### src/rtl/enc_frame_tx_pkg.sv
// +----------------------------------------------------------------------+
// | enc_frame_tx_pkg : shared state encoding and framing symbols          |
// | Optional feature macro: ENC_FRAME_PARITY_EN                           |
// | Rev 1.0                                                               |
// +----------------------------------------------------------------------+
`default_nettype none

package enc_frame_tx_pkg;

   localparam logic [1:0] c_HDR0_SYM     = 2'b00;
   localparam logic [1:0] c_HDR1_SYM     = 2'b01;
   localparam logic [1:0] c_IDLE_SYM_DEF = 2'b11;
   localparam int         c_CNT_W        = 8;

   typedef enum logic [2:0] {
      ST_IDLE    = 3'd0,
      ST_HDR0    = 3'd1,
      ST_HDR1    = 3'd2,
      ST_PAYLOAD = 3'd3,
`ifdef ENC_FRAME_PARITY_EN
      ST_PARITY  = 3'd4,
`endif
      ST_DONE    = 3'd5
   } state_t;

endpackage

`default_nettype wire

### src/rtl/enc_frame_tx_if.sv
// +----------------------------------------------------------------------+
// | enc_frame_tx_if : request / payload / framed-output bundle            |
// | Rev 1.0                                                               |
// +----------------------------------------------------------------------+
`default_nettype none

interface enc_frame_tx_if;
   logic       i_start;
   logic [7:0] i_key;
   logic [1:0] i_din;
   logic       i_din_valid;
   logic       o_din_ready;
   logic [1:0] o_out;
   logic       o_out_valid;
   logic       o_busy;
   logic       o_done;

   modport master (
      output i_start, i_key, i_din, i_din_valid,
      input  o_din_ready, o_out, o_out_valid, o_busy, o_done
   );

   modport slave (
      input  i_start, i_key, i_din, i_din_valid,
      output o_din_ready, o_out, o_out_valid, o_busy, o_done
   );
endinterface

`default_nettype wire

### src/rtl/enc_frame_tx_key_rotator.sv
// +----------------------------------------------------------------------+
// | key_rotator : 8-bit key register, load or rotate right by 2,          |
// | exposing the current 2-bit key symbol.   Rev 1.0                      |
// +----------------------------------------------------------------------+
`default_nettype none

module key_rotator
   import enc_frame_tx_pkg::*;
(
   input  wire logic       clk,
   input  wire logic       rst_n,
   input  wire logic       i_load,
   input  wire logic [7:0] i_key,
   input  wire logic       i_rot,
   output logic      [1:0] o_sym
);

   logic [7:0] r_key;

   always_ff @(posedge clk) begin
      if (!rst_n) begin
         r_key <= '0;
      end else if (i_load) begin
         r_key <= i_key;
      end else if (i_rot) begin
         r_key <= {r_key[1:0], r_key[7:2]};
      end
   end

   assign o_sym = r_key[1:0];

endmodule

`default_nettype wire

### src/rtl/enc_frame_tx.sv
// +----------------------------------------------------------------------+
// | enc_frame_tx : header + XOR-ciphered payload framer, registered out.  |
// | Optional parity trailer: ENC_FRAME_PARITY_EN.   Rev 1.0               |
// +----------------------------------------------------------------------+
`default_nettype none

module enc_frame_tx
   import enc_frame_tx_pkg::*;
#(
   parameter int         PAYLOAD_LEN = 8,
   parameter logic [1:0] IDLE_SYM    = c_IDLE_SYM_DEF
)
(
   input wire logic      clk,
   input wire logic      rst_n,
   enc_frame_tx_if.slave io_bus
);

   localparam logic [c_CNT_W-1:0] c_LAST = c_CNT_W'(PAYLOAD_LEN - 1);

   state_t             r_state;
   state_t             w_state_nxt;
   logic [c_CNT_W-1:0] r_cnt;
   logic [1:0]         w_key_sym;
   logic               w_load;
   logic               w_accept;
   logic [1:0]         w_out;
   logic               w_out_valid;
   logic               w_done;
   logic [1:0]         r_out;
   logic               r_out_valid;
   logic               r_din_ready;
   logic               r_busy;
   logic               r_done;
`ifdef ENC_FRAME_PARITY_EN
   logic [1:0]         r_parity;
`endif

   key_rotator u_key_rotator (
      .clk    (clk),
      .rst_n  (rst_n),
      .i_load (w_load),
      .i_key  (io_bus.i_key),
      .i_rot  (w_accept),
      .o_sym  (w_key_sym)
   );

   always_ff @(posedge clk) begin
      if (!rst_n) begin
         r_state <= ST_IDLE;
      end else begin
         r_state <= w_state_nxt;
      end
   end

   always_comb begin
      w_state_nxt = r_state;
      w_load      = 1'b0;
      w_accept    = 1'b0;
      w_out       = IDLE_SYM;
      w_out_valid = 1'b0;
      w_done      = 1'b0;
      case (r_state)
         ST_IDLE: begin
            if (io_bus.i_start) begin
               w_load      = 1'b1;
               w_state_nxt = ST_HDR0;
            end
         end
         ST_HDR0: begin
            w_out       = c_HDR0_SYM;
            w_out_valid = 1'b1;
            w_state_nxt = ST_HDR1;
         end
         ST_HDR1: begin
            w_out       = c_HDR1_SYM;
            w_out_valid = 1'b1;
            w_state_nxt = ST_PAYLOAD;
         end
         ST_PAYLOAD: begin
            if (io_bus.i_din_valid) begin
               w_accept    = 1'b1;
               w_out       = io_bus.i_din ^ w_key_sym;
               w_out_valid = 1'b1;
               if (r_cnt == c_LAST) begin
`ifdef ENC_FRAME_PARITY_EN
                  w_state_nxt = ST_PARITY;
`else
                  w_state_nxt = ST_DONE;
`endif
               end
            end
         end
`ifdef ENC_FRAME_PARITY_EN
         ST_PARITY: begin
            w_out       = r_parity;
            w_out_valid = 1'b1;
            w_state_nxt = ST_DONE;
         end
`endif
         ST_DONE: begin
            w_done      = 1'b1;
            w_state_nxt = ST_IDLE;
         end
         default: begin
            w_state_nxt = ST_IDLE;
         end
      endcase
   end

   // din_ready/busy follow the next state so they line up with the state itself
   always_ff @(posedge clk) begin
      if (!rst_n) begin
         r_cnt       <= '0;
         r_out       <= IDLE_SYM;
         r_out_valid <= 1'b0;
         r_din_ready <= 1'b0;
         r_busy      <= 1'b0;
         r_done      <= 1'b0;
      end else begin
         if (w_load) begin
            r_cnt <= '0;
         end else if (w_accept) begin
            r_cnt <= r_cnt + 1'b1;
         end
         r_out       <= w_out;
         r_out_valid <= w_out_valid;
         r_din_ready <= (w_state_nxt == ST_PAYLOAD);
         r_busy      <= (w_state_nxt != ST_IDLE);
         r_done      <= w_done;
      end
   end

`ifdef ENC_FRAME_PARITY_EN
   always_ff @(posedge clk) begin
      if (!rst_n) begin
         r_parity <= '0;
      end else if (w_load) begin
         r_parity <= '0;
      end else if (w_accept) begin
         r_parity <= r_parity ^ w_out;
      end
   end
`endif

   assign io_bus.o_out       = r_out;
   assign io_bus.o_out_valid = r_out_valid;
   assign io_bus.o_din_ready = r_din_ready;
   assign io_bus.o_busy      = r_busy;
   assign io_bus.o_done      = r_done;

endmodule

`default_nettype wire

### src/flat_wrapper.sv
// flat-port wrapper written by rule: the top's interface ports become plain ports
module enc_frame_tx_flat import enc_frame_tx_pkg::*;
#(
   parameter int         PAYLOAD_LEN = 8,
   parameter logic [1:0] IDLE_SYM    = c_IDLE_SYM_DEF
)
  (clk, rst_n, io_bus_i_start, io_bus_i_key, io_bus_i_din, io_bus_i_din_valid, io_bus_o_din_ready, io_bus_o_out, io_bus_o_out_valid, io_bus_o_busy, io_bus_o_done);
  enc_frame_tx_if io_bus_i ();
  input wire logic clk;
  input wire logic rst_n;
  input wire logic [$bits(io_bus_i.i_start)-1:0] io_bus_i_start;
  input wire logic [$bits(io_bus_i.i_key)-1:0] io_bus_i_key;
  input wire logic [$bits(io_bus_i.i_din)-1:0] io_bus_i_din;
  input wire logic [$bits(io_bus_i.i_din_valid)-1:0] io_bus_i_din_valid;
  output wire logic [$bits(io_bus_i.o_din_ready)-1:0] io_bus_o_din_ready;
  output wire logic [$bits(io_bus_i.o_out)-1:0] io_bus_o_out;
  output wire logic [$bits(io_bus_i.o_out_valid)-1:0] io_bus_o_out_valid;
  output wire logic [$bits(io_bus_i.o_busy)-1:0] io_bus_o_busy;
  output wire logic [$bits(io_bus_i.o_done)-1:0] io_bus_o_done;
  assign io_bus_i.i_start = io_bus_i_start;
  assign io_bus_i.i_key = io_bus_i_key;
  assign io_bus_i.i_din = io_bus_i_din;
  assign io_bus_i.i_din_valid = io_bus_i_din_valid;
  assign io_bus_o_din_ready = io_bus_i.o_din_ready;
  assign io_bus_o_out = io_bus_i.o_out;
  assign io_bus_o_out_valid = io_bus_i.o_out_valid;
  assign io_bus_o_busy = io_bus_i.o_busy;
  assign io_bus_o_done = io_bus_i.o_done;
  enc_frame_tx #(.PAYLOAD_LEN(PAYLOAD_LEN), .IDLE_SYM(IDLE_SYM)) u_core (.clk(clk), .rst_n(rst_n), .io_bus(io_bus_i));
endmodule
### config.mk
export PLATFORM = sky130hd
export DESIGN_NAME = enc_frame_tx_flat
export DESIGN_NICKNAME = d
export VERILOG_FILES = /design/src/rtl/enc_frame_tx_pkg.sv /design/src/rtl/enc_frame_tx_if.sv /design/src/rtl/enc_frame_tx_key_rotator.sv /design/src/rtl/enc_frame_tx.sv /design/src/flat_wrapper.sv
export SDC_FILE = /design/constraint.sdc
export NUM_CORES = 1
export LEC_CHECK = 0
export CORE_UTILIZATION = 50
export CTS_CLUSTER_SIZE = 28
export DETAILED_ROUTE_END_ITERATION = 10
export PLACE_DENSITY = 0.78
export SYNTH_ARGS = -nofsm -noshare
export SYNTH_HDL_FRONTEND = slang
export SYNTH_SLANG_ARGS = --single-unit
### constraint.sdc
create_clock -name clk -period 3.4 [get_ports clk]
set_input_delay 0.85 -clock clk [delete_from_list [all_inputs] [get_ports clk]]
set_output_delay 0.85 -clock clk [all_outputs]
set_load 0.02 [all_outputs]
==> results.md <==
- Initial Util: 0.547
- Nets@finish: 154
- P_leak: 0.471 nW
- Post-synth EDFFs: 0
- Fmax: 0.443 GHz
- DP Wirelength: 1450 µm
- Detailed-route DRC error count: 0
- DR WL/cell: 12.3 µm
- Commonest non-fill, non-tap cell in the layout: dfxtp_1
- WHS: 0.487 ns
- WP data arrival: 2.50 ns
- # H-tree levels: 1
- Area grow syn2layout: 19.4%
- CTS max path bufs: 2
- Ports: 20
- CTS tree: yes
- Slew Limit Fails: 0
- Synth Flop Type: dfxtp_1
- Layout fillers: 177
- RSZ-0062 raised after global routing: false
- PD cells: 397 nW/µm²
- Worst path required time: 3.64 ns
- Worst setup SP type: input pin
- Worst Slack Setup Final: 1.14 ns
- Number of CTS-inserted buffers: 3
- Antenna diodes: 0
- Post-Route Setup TNS: 0 ns
- Hold Buf Count CTS: 0
- Clock transition at the registers of the reported paths: 0.13 ns
- Via count: 938
- Post-CTS setup buffer count: 0
- Max Fanout on Critical Path: 19
- Later-pin clock latency in the skew report: 0.30 ns
- Routed WL: 2030 µm
- GR Overflow Total: 0
- Syn Area/Cell: 8.97 µm²
- Worst path cell trace: clkdlybuf4s50_1 > nand4b_4 > or4_1 > a21oi_1
- Die H: 48.8 µm
- Layout cell share with drive strength beyond 1: 0.0362
- First-pass GRT wire length: 3510 µm
- Outcome: finished clean
- Post-cts repair resize count: 0
- CP Capture Type: flop
- Measured slew at the worst slew-check pin: 0.480 ns
- Clock skew: 0.00187 ns
- Most frequent cells in the layout: dfxtp_1, clkdlybuf4s50_1, nand2_1
- Hold Vio Cnt, Final: 0
- Mapped Area: 1090 µm²
- Final antenna-violating net count: 0
- Netlist cell types: 34
- Sequential cell area fraction in the yosys report: 0.457
- Die ar.: 2380 µm²
- Starting DRT DRC Count: 33
- Finish-stage setup viols: 0
- Vias per cell: 5.68
- Core ar.: 2000 µm²
- Largest net degree at the start of global routing: 20
- Number of stages on the worst setup path: 4
- Hold Path Class: flop to flop
- Die X: 48.8 µm
- Fin crit period: 2.26 ns
- Max stage delay cell, worst path: clkdlybuf4s50_1
- Final Non-Filler Cells: 165
- Synthesized flop and latch total: 25
- Vias in the first global route: 814
- Critical path's largest stage delay: 0.64 ns
- Post-synth net total: 137
- Cell row count: 16
- Syn Inst Count: 122
- Crit Path Category: input pin to flop
- Pre-CTS setup slack: 0.824 ns
- CP top delay family: simple AND/OR/NAND/NOR gates
- Number of clock sinks: 25
- GRT Total Usage: 0.186
- Max-slew headroom: 0.679
- CP bufs+invs: 1
- Final Util: 0.653
- DRT Pass-1 Iters: 4
- WHS Path Cells: 2
- Peak supply drop: 234 µV
- Port Buffer Count: 19
- Worst r2r path cells: 3
- Period utilization: 0.664
- Max cap viols: 0
- Initial antenna violation count: 0
- RePlAce Congestion: 0.852
- Inst Count DP: 161
- Warnings, synthesis: 0
- Asr flop ratio synth: 0
- Clock Tree Root: clkbuf_4
## cells by family after synthesis
family | after synthesis | share of synthesized area
AOI/OAI and AO/OA | 33 | 0.191
xor gates and xnor gates | 3 | 0.0240
adders and majority gates | 1 | 0.0114
buffers and inverters | 9 | 0.0411
DFF | 25 | 0.457
muxes | 1 | 0.00914
and+or+nand+nor | 50 | 0.266
## sequential cells by signal, indices dropped and copies added (netlist names)
register                    count
u_core.io_bus.o_busy            1
u_core.io_bus.o_din_ready       1
u_core.io_bus.o_done            1
u_core.io_bus.o_out             2
u_core.io_bus.o_out_valid       1
u_core.r_cnt                    8
u_core.r_state                  3
u_core.u_key_rotator.r_key      8
## cells in the mapped netlist (3+ instances only)
cell type / number / area, µm²
dfxtp_1: 25 / 500
nand2_1: 14 / 52.6
nand3_1: 9 / 45.0
a21oi_1: 8 / 40.0
nor2_1: 8 / 30.0
a21boi_0: 5 / 37.5
a22oi_1: 5 / 37.5
a31oi_1: 4 / 25.0
or4_1: 4 / 30.0
buf_2: 3 / 15.0
o21ai_0: 3 / 15.0
o21ai_1: 3 / 15.0
o31ai_1: 3 / 22.5
xnor2_1: 3 / 26.3
## final cells by class
| type | count | area (µm²) | share of cell area |
|---|---|---|---|
| multi-input combinational | 88 | 549 | 0.420 |
| sequential | 25 | 500 | 0.383 |
| timing repair buffer | 19 | 190 | 0.145 |
| tap | 27 | 33.8 | 0.0258 |
| clock buffer | 4 | 26.3 | 0.0201 |
| inverter | 2 | 7.51 | 0.00574 |
## through the flow
step                power (W)  instance area [µm²]
finish               0.000519                 1310
floorplan            0.000369                 1090
CTS                  0.000525                 1310
global placement     0.000397                 1280
global route         0.000547                 1310
detailed placement   0.000399                 1280
## power by group
group | internal (W) | switching [W] | leakage, nW
registers | 0.000307 | 0.0000131 | 0.204
logic | 0.0000374 | 0.0000344 | 0.252
clock network | 0.0000457 | 0.0000810 | 0.0150
total | 0.000390 | 0.000128 | 0.471
## per-layer routing
metal	wire length [µm]	share of wire	global-route usage
met4	13	0.0064	0.0735
met2	955	0.47	0.292
met5	0	0	0
met1	989	0.49	0.262
met3	74	0.036	0.0218
## tightest hold or removal path: stages, from the launching register on
cell,delay [ns]
dfxtp_1,0.33
nand2_1,0.05
a31oi_1,0.07
## worst paths after layout
kind	startpoint	end	slack, ns
setup / recovery	io_bus_i_din_valid	u_core.r_cnt[5]	1.14
hold / removal	u_core.u_key_rotator.r_key[2]	u_core.u_key_rotator.r_key[2]	0.49
setup reg to reg	u_core.r_state[0]	u_core.r_cnt[0]	1.66
hold reg to reg	u_core.u_key_rotator.r_key[2]	u_core.u_key_rotator.r_key[2]	0.49
(Power assumes the default switching activity.)
